<file path="config.mk">
export PLATFORM = sky130hd
export DESIGN_NAME = ysyx_23060240_trap_ctrl
export DESIGN_NICKNAME = d
export VERILOG_FILES = /design/src/rtl/ysyx_23060240_trap_pkg.sv /design/src/rtl/ysyx_23060240_mstatus_upd.sv /design/src/rtl/ysyx_23060240_trap_ctrl.sv
export SDC_FILE = /design/constraint.sdc
export NUM_CORES = 1
export LEC_CHECK = 0
export CAP_MARGIN = 40
export CORE_ASPECT_RATIO = 0.6
export CORE_UTILIZATION = 30
export DETAILED_ROUTE_END_ITERATION = 8
export GPL_TIMING_DRIVEN = 0
export PLACE_DENSITY = 0.59
export SYNTH_ARGS = -nofsm -noshare
export SYNTH_HDL_FRONTEND = slang
export SYNTH_HIERARCHICAL = 1
export SYNTH_SLANG_ARGS = --single-unit
</file>
<file path="constraint.sdc">
create_clock -name clk -period 4.9 [get_ports clk]
set_input_delay 0.98 -clock clk [delete_from_list [all_inputs] [get_ports clk]]
set_output_delay 0.98 -clock clk [all_outputs]
set_load 0.05 [all_outputs]
</file>
<file path="src/rtl/ysyx_23060240_trap_pkg.sv">
// Shared constants and state encoding for the trap sequencer.
// CSR addresses, cause codes, mstatus bit positions and the FSM state type.
package ysyx_23060240_trap_pkg;

   localparam logic [11:0] CsrMstatus = 12'h300;
   localparam logic [11:0] CsrMtvec   = 12'h305;
   localparam logic [11:0] CsrMepc    = 12'h341;
   localparam logic [11:0] CsrMcause  = 12'h342;

   localparam logic [31:0] CauseEcallM = 32'd11;
   localparam logic [31:0] CauseMtimer = 32'h8000_0007;

   localparam int unsigned MieBit  = 3;
   localparam int unsigned MpieBit = 7;
   localparam int unsigned MppLo   = 11;
   localparam int unsigned MppHi   = 12;

   typedef enum logic [2:0] {
      StIdle,
      StTEpc,
      StTCause,
      StTMst,
      StMEpc,
      StMMst,
      StRedir
   } trap_state_e;

endpackage

</file>
<file path="src/rtl/ysyx_23060240_mstatus_upd.sv">
// Combinational mstatus transform: trap entry (mret = 0) or return (mret = 1).
module ysyx_23060240_mstatus_upd
   import ysyx_23060240_trap_pkg::*;
#(
   parameter int unsigned XLEN = 32
) (
   input  logic            mret,
   input  logic [XLEN-1:0] cur,
   output logic [XLEN-1:0] nxt
);

   always_comb begin
      nxt = cur;
      nxt[MppHi:MppLo] = 2'b11;
      if (mret) begin
         nxt[MieBit]  = cur[MpieBit];
         nxt[MpieBit] = 1'b1;
      end else begin
         nxt[MpieBit] = cur[MieBit];
         nxt[MieBit]  = 1'b0;
      end
   end

endmodule

</file>
<file path="src/rtl/ysyx_23060240_trap_ctrl.sv">
// Trap sequencer owning the CSR write port: serialises ecall/mret updates and redirects the IFU.
// Optional machine-timer interrupt entry is enabled by defining YSYX_23060240_TRAP_IRQ_EN.
module ysyx_23060240_trap_ctrl
   import ysyx_23060240_trap_pkg::*;
#(
   parameter int unsigned XLEN = 32
) (
   input  logic            clk,
   input  logic            rst,
   input  logic            inst_valid,
   input  logic [XLEN-1:0] pc,
   input  logic            is_ecall,
   input  logic            is_mret,
   input  logic            csr_wen_in,
   input  logic [11:0]     csr_waddr_in,
   input  logic [XLEN-1:0] csr_wdata_in,
   input  logic [XLEN-1:0] csr_rdata,
   output logic            csr_ren,
   output logic [11:0]     csr_raddr,
   output logic            csr_wen,
   output logic [11:0]     csr_waddr,
   output logic [XLEN-1:0] csr_wdata,
   output logic            redirect_valid,
   output logic [XLEN-1:0] redirect_pc,
   input  logic            redirect_ready,
`ifdef YSYX_23060240_TRAP_IRQ_EN
   input  logic            irq_mtip,
   input  logic [XLEN-1:0] npc,
`endif
   output logic            busy
);

   trap_state_e     state_q, state_d;
   logic [XLEN-1:0] epc_q, epc_d;
   logic [XLEN-1:0] cause_q, cause_d;
   logic [XLEN-1:0] tvec_q, tvec_d;
   logic [XLEN-1:0] tgt_q, tgt_d;
   logic            ret_q, ret_d;
   logic            mie_q, mie_d;

   logic            upd_mret;
   logic [XLEN-1:0] upd_out;

   localparam logic [XLEN-1:0] TvecMask = {{(XLEN-2){1'b1}}, 2'b00};

   assign upd_mret = (state_q == StMMst);

   ysyx_23060240_mstatus_upd #(
      .XLEN (XLEN)
   ) u_mstatus_upd (
      .mret (upd_mret),
      .cur  (csr_rdata),
      .nxt  (upd_out)
   );

   always_comb begin
      state_d        = state_q;
      epc_d          = epc_q;
      cause_d        = cause_q;
      tvec_d         = tvec_q;
      tgt_d          = tgt_q;
      ret_d          = ret_q;
      mie_d          = mie_q;
      csr_ren        = 1'b0;
      csr_raddr      = '0;
      csr_wen        = 1'b0;
      csr_waddr      = '0;
      csr_wdata      = '0;
      redirect_valid = 1'b0;
      redirect_pc    = '0;

      unique case (state_q)
         StIdle: begin
            if (inst_valid) begin
               if (is_ecall) begin
                  epc_d   = pc;
                  cause_d = XLEN'(CauseEcallM);
                  ret_d   = 1'b0;
                  state_d = StTEpc;
               end else if (is_mret) begin
                  ret_d   = 1'b1;
                  state_d = StMEpc;
               end else begin
                  csr_wen   = csr_wen_in;
                  csr_waddr = csr_waddr_in;
                  csr_wdata = csr_wdata_in;
`ifdef YSYX_23060240_TRAP_IRQ_EN
                  // Interrupt is taken after this instruction, so it returns to npc.
                  if (irq_mtip && mie_q) begin
                     epc_d   = npc;
                     cause_d = XLEN'(CauseMtimer);
                     ret_d   = 1'b0;
                     state_d = StTEpc;
                  end
`endif
               end
            end
         end
         StTEpc: begin
            csr_wen   = 1'b1;
            csr_waddr = CsrMepc;
            csr_wdata = epc_q;
            state_d   = StTCause;
         end
         StTCause: begin
            csr_wen   = 1'b1;
            csr_waddr = CsrMcause;
            csr_wdata = cause_q;
            csr_ren   = 1'b1;
            csr_raddr = CsrMtvec;
            tvec_d    = csr_rdata;
            state_d   = StTMst;
         end
         StTMst, StMMst: begin
            csr_ren   = 1'b1;
            csr_raddr = CsrMstatus;
            csr_wen   = 1'b1;
            csr_waddr = CsrMstatus;
            csr_wdata = upd_out;
            state_d   = StRedir;
         end
         StMEpc: begin
            csr_ren   = 1'b1;
            csr_raddr = CsrMepc;
            tgt_d     = csr_rdata;
            state_d   = StMMst;
         end
         StRedir: begin
            redirect_valid = 1'b1;
            redirect_pc    = ret_q ? tgt_q : (tvec_q & TvecMask);
            if (redirect_ready) begin
               state_d = StIdle;
            end
         end
         default: state_d = StIdle;
      endcase

      if (csr_wen && (csr_waddr == CsrMstatus)) begin
         mie_d = csr_wdata[MieBit];
      end

      // Reset silences every request in the same cycle; nothing escapes while it is held.
      if (rst) begin
         csr_ren        = 1'b0;
         csr_raddr      = '0;
         csr_wen        = 1'b0;
         csr_waddr      = '0;
         csr_wdata      = '0;
         redirect_valid = 1'b0;
         redirect_pc    = '0;
      end
   end

   assign busy = (state_q != StIdle) && !rst;

   always_ff @(posedge clk) begin
      if (rst) begin
         state_q <= StIdle;
         epc_q   <= '0;
         cause_q <= '0;
         tvec_q  <= '0;
         tgt_q   <= '0;
         ret_q   <= 1'b0;
         mie_q   <= 1'b0;
      end else begin
         state_q <= state_d;
         epc_q   <= epc_d;
         cause_q <= cause_d;
         tvec_q  <= tvec_d;
         tgt_q   <= tgt_d;
         ret_q   <= ret_d;
         mie_q   <= mie_d;
      end
   end

endmodule

</file>
# Yosys cells after proc, flatten, opt, wreduce, memory -nomap -nowiden
# Cells that the tools add are included.
# word_totals
output_inout_bits,92
ff_bits,101
word_cells,59
# op_classes
n_reduce_logical,11
eq_ne,9
mux,33
# op_table
op,count
two-way mux 32 bit,7
one-hot mux 32 bit (4 select lines),1
two-way mux 12 bit,5
one-hot mux 12 bit (4 select lines),1
one-hot mux 10 bit (3 select lines),1
one-hot mux 3 bit (6 select lines),1
two-way mux 1 bit,12
two-way mux 3 bit,4
equality test 3 bit (second input constant),3
AND reduction 3 bit,3
OR reduction 4 bit,2
equality test 3 x 2 -> 1 bit (second input constant),2
!= test 2 bit (second input constant),2
equality test 3 x 1 -> 1 bit (second input constant),1
logical NOT 3 bit,1
!= test 3 bit (second input constant),1
nonzero test 3 bit,1
one-hot mux 1 bit (2 select lines),1
nonzero test 2 bit,1
OR reduction 2 bit,1
logical AND 1 bit,1
logical NOT 1 bit,1

# Logic depth before layout (Yosys ltp)
# Gate-level depths: netlist of the first run.
# depth
word_depth,5
ltp_mapped,7
mapped_depth_nobuf,5

# Hierarchy
# The synthesis of the first run kept the hierarchy.
# modules_own_cells
mod,seq_area_each_um2,area_per_inst_um2,cells_each,instances
ysyx_23060240_trap_ctrl,1981.9,5038.6,587,1
ysyx_23060240_mstatus_upd,0.0,242.7,33,1

# Least setup slack after synthesis of the first run
# No wires, ideal clock.
# synth_timing
path_type,input to output
startpoint,input port is_ecall
endpoint,output port csr_wdata[0]
slack_ps,1468
required_ps,3920
stages,4
arrival_time_ps,2452
path_buffers,1
path_cell_list,buf_2 > nor2_1 > a32oi_1 > a21oi_1
# synth_between
elab_chain_cells,4
# synth_rtl
element,line,source
from (decl),ysyx_23060240_trap_ctrl.sv:12,"input logic is_ecall,"
two-way mux 32 bit,ysyx_23060240_trap_ctrl.sv:75,if (is_ecall) begin
two-way mux 32 bit,ysyx_23060240_trap_ctrl.sv:74,if (inst_valid) begin
one-hot mux 32 bit (4 select lines),ysyx_23060240_trap_ctrl.sv:72,unique case (state_q)
two-way mux 32 bit,ysyx_23060240_trap_ctrl.sv:143,if (rst) begin
to (decl),ysyx_23060240_trap_ctrl.sv:22,"output logic [XLEN-1:0] csr_wdata,"
# Every way passes these cells.

# Worst setup path in the final report of the first run
# layout_timing
startpoint,input port inst_valid
endpoint,output port csr_wdata[29]
# layout_between
elab_chain_cells,3
# layout_rtl
element,line,source
from (decl),ysyx_23060240_trap_ctrl.sv:10,"input logic inst_valid,"
two-way mux 32 bit,ysyx_23060240_trap_ctrl.sv:74,
one-hot mux 32 bit (4 select lines),ysyx_23060240_trap_ctrl.sv:72,
two-way mux 32 bit,ysyx_23060240_trap_ctrl.sv:143,
# Every way passes these cells.

==> metrics.md, run 1 <==
| Metric | Value |
|---|---|
| Status | finished clean |
| Crit end category | output port |
| Largest net degree at the start of global routing | 20 |
| CORE AREA | 17,200 sq um |
| GRT busiest layer | met1 |
| CTS tree | built |
| Wirelength per Cell | 17.6 um |
| Crit-path slowest cell | clkdlybuf4s50_1 |
| First-pass GRT wire length | 29.2 mm |
| Gr ovfl total | 0 |
| Non-Filler Instances | 1,077 |
| Crit Path Class | primary input to output port |
| Rows | 37 |
| Die area | 18,200 sq um |
| Setup WS pre-CTS | 37.8 ps |
| Min-delay src | epc_q[1]$_SDFFE_PP0P_ |
| Hold Fails Final Rpt | 0 |
| FF-to-FF setup slack | 2920 ps |
| ANT cells | 0 |
| Switching Fraction | 0.352 |
| Clock share of power | 0.305 |
| DR pass1 iterations | 5 |
| Avg Vias per Cell | 4.84 |
| Gate power share | 0.317 |
| Gate count after technology mapping | 620 |
| CTS HTree Levels | 3 |
| Startpoint class of the critical path | primary input |
| Switch Pwr | 0.000826 W |
| Placed insts | 1,061 |
| Routing usage on met3 | 0.0513 |
| Seq/Total Area, Yosys | 0.375 |
| Final Skew | 5.67 ps |
| Post-layout instance area | 7900 sq um |
| Share of layout cells above drive strength 1 | 0.0961 |
| Total number of vias | 5,212 |
| Clk buf depth | 2 |
| Worst EP arrival | 3760 ps |
| Skew-Pair Late Insertion Delay | 350 ps |
| Hold EP | epc_q[1]$_SDFFE_PP0P_ |
| RSZ-0062 raised after global routing | false |
| Clock buffer count from CTS | 9 |
| Largest delay share family, worst path | buffers and inverters |
| I/O pins | 207 |
| Drt drc | 0 |
| Power Dens Cells | 297 nW/um^2 |
| Setup WS post-layout | 158 ps |
| Worst R2R Start | state_q[0]$_SDFFE_PP0P_ |
| Filler Cell Count | 1,720 |
| Vias in the first global route | 4,948 |
| Die W | 173 um |
| Post-synthesis register bit count | 99 |
| Final slew viol count | 0 |
| Top cell by count, worst path | clkdlybuf4s50_1 |
| Setup Fix Bufs, Post-CTS | 0 |
| Fin crit period | 4740 ps |
| Initial core utilization | 0.307 |
| Area grow syn2layout | 49.6% |
| Routed Antenna Nets | 0 |
| Hold_buf cts | 0 |
| Critical Path RT | 3920 ps |
| # port buffers | 199 |
| Tot Pwr | 0.00235 W |
| Chip Height | 105 um |
| Worst min-delay path category | flop to flop |
| GP Congestion | 0.816 |
| Synthesized area | 5280 sq um |
| Crit path cell chain | clkdlybuf4s50_1 > nor4b_4 > and3_1 > buf_2 > buf_6 > o2bb2ai_1 > clkdlybuf4s50_1 |
| Max-Cap Viols | 0 |
| FF-to-FF path depth | 5 |
| Clock net sink count | 99 |
| Peak supply drop | 0.000148 V |
| Critical path buffer and inverter count | 4 |
| Setup_tns | 0 ps |
| Distinct cells, synth | 37 |
| Met2 Resource Use GR | 0.287 |
| Most frequent cells in the layout | clkdlybuf4s50_1 (199), nor2_1 (101), dfxtp_1 (99) |
| Post-DP HPWL | 14.7 mm |
| Slew margin rel. | 0.489 |
| Root buffer cell | clkbuf_16 |
| YS warnings | 6 |
| Nets | 953 |
| Met1 usage | 0.324 |
| WL final | 19.0 mm |
| Slew @ Worst Pin | 766 ps |
| Syn Area/Cell | 8.52 sq um |
| Fmax | 211 MHz |
| Crit. Startpoint | inst_valid |
| FF-to-FF End | epc_q[14]$_SDFFE_PP0P_ |
| Sequential share of power | 0.379 |
| Most common cell after layout, fill and taps aside | clkdlybuf4s50_1 |
| Clk slew on worst S/H paths | 80 ps |
| Lkg Pwr | 2.72 nW |
| DRT iter0 DRCs | 332 |
| Worst-path fanout max | 10 |
| Final setup fails | 0 |
| Hold Path Cell Cnt | 2 |
| Post-place instance area | 7600 sq um |
| Int Pwr | 0.00152 W |
| CP peak stage delay | 860 ps |
| Fin crit share | 0.968 |
| Antenna violations before repair | 0 |
| GR Util All Layers | 0.209 |
## cell usage after synthesis, drive strengths merged
library cell  number  area share
mux2               3      0.0064
nand2              5      0.0036
a211oi             1      0.0014
and3               3      0.0036
a21o               1      0.0014
o21bai             1      0.0014
o21ai             34       0.032
or2                1      0.0012
mux2i             92        0.17
clkbuf            36       0.026
nor3b              2      0.0028
a22oi             29       0.041
nand3             37       0.035
o211ai             1      0.0014
o2bb2ai           29       0.048
a32oi              5      0.0083
or4b               1      0.0019
a31oi              2      0.0024
and3b              1      0.0017
dfxtp             99        0.38
nor2             102       0.072
inv                5      0.0036
a21oi             45       0.043
and2              11       0.013
nor4b              1      0.0045
buf               62       0.080
nor4bb             2      0.0038
nand2b             1      0.0012
conb               2      0.0014
nor2b              2      0.0024
nor3               2      0.0019
xor2               2      0.0033
## cell type report
class | count | area [sq um] | area share
Clock buffer | 9 | 225 | 0.0285
Sequential cell | 99 | 1980 | 0.251
Multi-Input combinational cell | 425 | 2750 | 0.348
Tap cell | 234 | 293 | 0.0371
Buffer | 98 | 559 | 0.0708
Inverter | 5 | 18.8 | 0.00238
Clock inverter | 7 | 67.6 | 0.00855
Timing Repair Buffer | 200 | 2000 | 0.254
## metal layers
metal | share of wire | vias to the layer above
li1 | - | 2571
met2 | 0.39 | 203
met4 | 0.0087 | 0
met1 | 0.55 | 2422
met3 | 0.060 | 16
met5 | 0 | -
## power by group through the flow
stage / clock network (W) / logic, W / registers (W)
2_1_floorplan: 0 / 0.000464 / 0.000900
3_3_place_gp: 0 / 0.000741 / 0.000907
3_5_place_dp: 0 / 0.000743 / 0.000907
4_1_cts: 0.000729 / 0.000745 / 0.000889
5_1_grt: 0.000768 / 0.000797 / 0.000896
6_report: 0.000716 / 0.000744 / 0.000890
## flip-flops by register name, summed over array words and instances, names as in the netlist
signal   cells
epc_q       32
ret_q        1
tvec_q      30
state_q      3
tgt_q       32
cause_q      1
## worst reg2reg max path, cell delays in order, from the launching register on
cell,delay (ps)
dfxtp_1,300
buf_2,180
nor4b_4,540
clkbuf_1,580
nand3_1,160
a21oi_1,150
## through the flow
| stage | utilization | hold slack [ps] |
|---|---|---|
| CTS | 0.460 | 480 |
| finish | 0.460 | 479 |
| global placement | 0.442 | 463 |
| floorplan | - | 429 |
| detailed placement | 0.443 | 467 |
| global route | 0.460 | 499 |
## worst max path at each step
stage	to	slack, ps	cells after the start
3_3_place_gp	csr_wdata[29]	40	8
3_5_place_dp	csr_wdata[29]	40	8
4_1_cts	csr_wdata[29]	50	8
6_report	csr_wdata[29]	160	7
2_1_floorplan	csr_wdata[0]	1470	4
5_1_grt	csr_wdata[29]	20	7
## kinds of logic (layout without fill, tap and decap cells)
kind of cell	after synthesis	after routing	synth area share
compound gates	148	148	0.181
xor+xnor	2	2	0.00332
mux	95	95	0.181
simple gates	171	171	0.149
other cells	2	9	0.00142
buf+inv	103	319	0.109
flops	99	99	0.375
## timing repair
action / CTS / global route
resized for setup: 0 / 1
endpoints found under the hold margin: 0 / 0
endpoints found under the setup margin: 0 / 6
Note: power is estimated with default switching activity, not from simulation.
==> inputs of run 2 (changes only) <==
--- a/config.mk
+++ b/config.mk
@@ -7,10 +7,10 @@
 export LEC_CHECK = 0
 export CAP_MARGIN = 40
 export CORE_ASPECT_RATIO = 0.6
-export CORE_UTILIZATION = 30
+export CORE_UTILIZATION = 48
 export DETAILED_ROUTE_END_ITERATION = 8
 export GPL_TIMING_DRIVEN = 0
-export PLACE_DENSITY = 0.59
+export PLACE_DENSITY = 0.87
 export SYNTH_ARGS = -nofsm -noshare
 export SYNTH_HDL_FRONTEND = slang
 export SYNTH_HIERARCHICAL = 1
==> metrics.md, run 2 (synthesized netlist as in run 1, its figures left out) <==
| Metric | Value |
|---|---|
| Status | finished clean |
| Most frequent cells in the layout | clkdlybuf4s50_1 (199), nor2_1 (102), dfxtp_1 (99) |
| Crit path cell chain | clkdlybuf4s50_1 > buf_2 > nor2_1 > and3_1 > buf_2 > buf_6 > o2bb2ai_1 > clkdlybuf4s50_1 |
| Largest net degree at the start of global routing | 18 (-10%) |
| Post-DP HPWL | 13.9 mm (-5.1%) |
| Fmax | 214 MHz (+1.3%) |
| Skew-Pair Late Insertion Delay | 350 ps (about the same) |
| Chip Height | 83.3 um (-21%) |
| Gr ovfl total | 0 (unchanged) |
| Worst min-delay path category | flop to flop |
| Fin crit share | 0.955 (-0.0124) |
| Worst-path fanout max | 10 (unchanged) |
| Clk buf depth | 2 (unchanged) |
| Max-Cap Viols | 0 (unchanged) |
| Final slew viol count | 0 (unchanged) |
| GRT busiest layer | met2 |
| Vias in the first global route | 5,338 (+7.9%) |
| Antenna violations before repair | 1 (+1) |
| CORE AREA | 10,600 sq um (-38%) |
| Met2 Resource Use GR | 0.519 (+0.232) |
| Crit end category | output port |
| Root buffer cell | clkbuf_16 |
| Crit Path Class | primary input to output port |
| Slew @ Worst Pin | 817 ps (+50.4 ps) |
| DRT iter0 DRCs | 439 (+32%) |
| Met1 usage | 0.421 (+0.0969) |
| Die W | 137 um (-21%) |
| GP Congestion | 0.892 (+9.4%) |
| ANT cells | 0 (unchanged) |
| Routed Antenna Nets | 0 (unchanged) |
| Setup_tns | 0 ps (unchanged) |
| RSZ-0062 raised after global routing | false |
| GR Util All Layers | 0.319 (+0.110) |
| Hold_buf cts | 0 (unchanged) |
| Worst EP arrival | 3700 ps (-60 ps) |
| Biggest regs | epc_q: 32 flops, tgt_q: 32 flops, tvec_q: 30 flops |
| Share of layout cells above drive strength 1 | 0.0927 (-0.00334) |
| Filler Cell Count | 815 (-53%) |
| First-pass GRT wire length | 27.6 mm (-5.3%) |
| Placed insts | 965 (-9.0%) |
| Initial core utilization | 0.497 (+0.189) |
| I/O pins | 207 (unchanged) |
| Hold Fails Final Rpt | 0 (unchanged) |
| Crit-path slowest cell | clkdlybuf4s50_1 |
| Die area | 11,400 sq um (-37%) |
| Final setup fails | 0 (unchanged) |
| Routing usage on met3 | 0.0781 (+0.0268) |
| CTS HTree Levels | 3 (unchanged) |
| PostCTS Resize Cnt | 0 (unchanged) |
| DR pass1 iterations | 5 (unchanged) |
| Lkg Pwr | 2.71 nW (-0.23%) |
| Area grow syn2layout | 47.2% |
| Setup Fix Bufs, Post-CTS | 0 (unchanged) |
| WHS | 481 ps (+2.42 ps) |
| WL final | 18.4 mm (-2.9%) |
| Fin crit period | 4680 ps (-60.9 ps) |
| CP peak stage delay | 830 ps (-30 ps) |
| Peak supply drop | 0.000206 V (+39%) |
| Non-Filler Instances | 980 (-9.0%) |
| Startpoint class of the critical path | primary input |
| Clock buffer count from CTS | 9 (unchanged) |
| Slew margin rel. | 0.456 (-0.0336) |
| Avg Vias per Cell | 5.60 (+16%) |
| Power Dens Cells | 304 nW/um^2 (+2.1%) |
| Clk slew on worst S/H paths | 70 ps (about the same) |
| # port buffers | 199 (unchanged) |
| Rows | 29 (-22%) |
| Total number of vias | 5,492 (+5.4%) |
| CTS tree | built |
| Final Skew | 7.24 ps (+1.57 ps) |
| Wirelength per Cell | 18.8 um (+6.7%) |
| Clock net sink count | 99 (unchanged) |
| Drt drc | 0 (unchanged) |
| Critical Path RT | 3920 ps (about the same) |
| Most common cell after layout, fill and taps aside | clkdlybuf4s50_1 |
| Nets | 952 (-0.10%) |
==> run 2: cell count changes in the layout (fill, tap and decap cells not counted) <==
cell        change
buf_6           -1
bufinv_16       +1
clkinv_8        -1
clkinvlp_4      +1
inv_6           -3
inv_8           +1
nor2_1          +1
nor2_2          -1
==> run 2: worst max-delay path: cells and delay by family <==
kind | cells | cell delay (ps)
compound gates | 1 | 130
buf+inv | 5 | 1870
simple gates | 2 | 700
==> run 2: final timing paths <==
path	start	endpoint	slack (ps)	depth (start not counted)
worst min-delay path	epc_q[25]$_SDFFE_PP0P_	epc_q[25]$_SDFFE_PP0P_	480	2
worst max-delay path	is_ecall	csr_wdata[20]	220	8
worst min register to register	epc_q[25]$_SDFFE_PP0P_	epc_q[25]$_SDFFE_PP0P_	480	2
worst max register to register	state_q[0]$_SDFFE_PP0P_	epc_q[31]$_SDFFE_PP0P_	2900	5
==> run 2: where the power goes <==
part | leakage [nW] | total [W] | internal, W | switching, W
registers | 0.804 | 0.000894 | 0.000862 | 0.0000312
logic | 1.76 | 0.000743 | 0.000301 | 0.000442
clock network | 0.146 | 0.000723 | 0.000401 | 0.000322
==> run 2: final cells by class <==
cell class / instances / area (sq um) / share of cell area
Inverter: 5 / 18.8 / 0.00241
Clock inverter: 6 / 73.8 / 0.00950
Timing Repair Buffer: 199 / 1990 / 0.256
Clock buffer: 9 / 225 / 0.0290
Sequential cell: 99 / 1980 / 0.255
Buffer: 98 / 559 / 0.0720
Multi-Input combinational cell: 425 / 2750 / 0.354
Tap cell: 139 / 174 / 0.0224
==> run 2: stage by stage <==
stage | utilization | instance area [sq um] | power, W | worst slack, ps
detailed placement | 0.703 | 7470 | 0.00164 | 228
global route | 0.731 | 7770 | 0.00244 | 70.2
global placement | 0.703 | 7470 | 0.00161 | 257
floorplan | - | 5310 | 0.00136 | 1470
finish | 0.731 | 7770 | 0.00236 | 219
CTS | 0.731 | 7770 | 0.00235 | 223
==> run 2: layer usage <==
metal	part of all wire	wire length [um]	vias to the layer above
li1	-	-	2569
met1	0.42	7800	2571
met2	0.46	8430	317
met3	0.11	1940	35
met4	0.014	263	0
met5	0	0	-
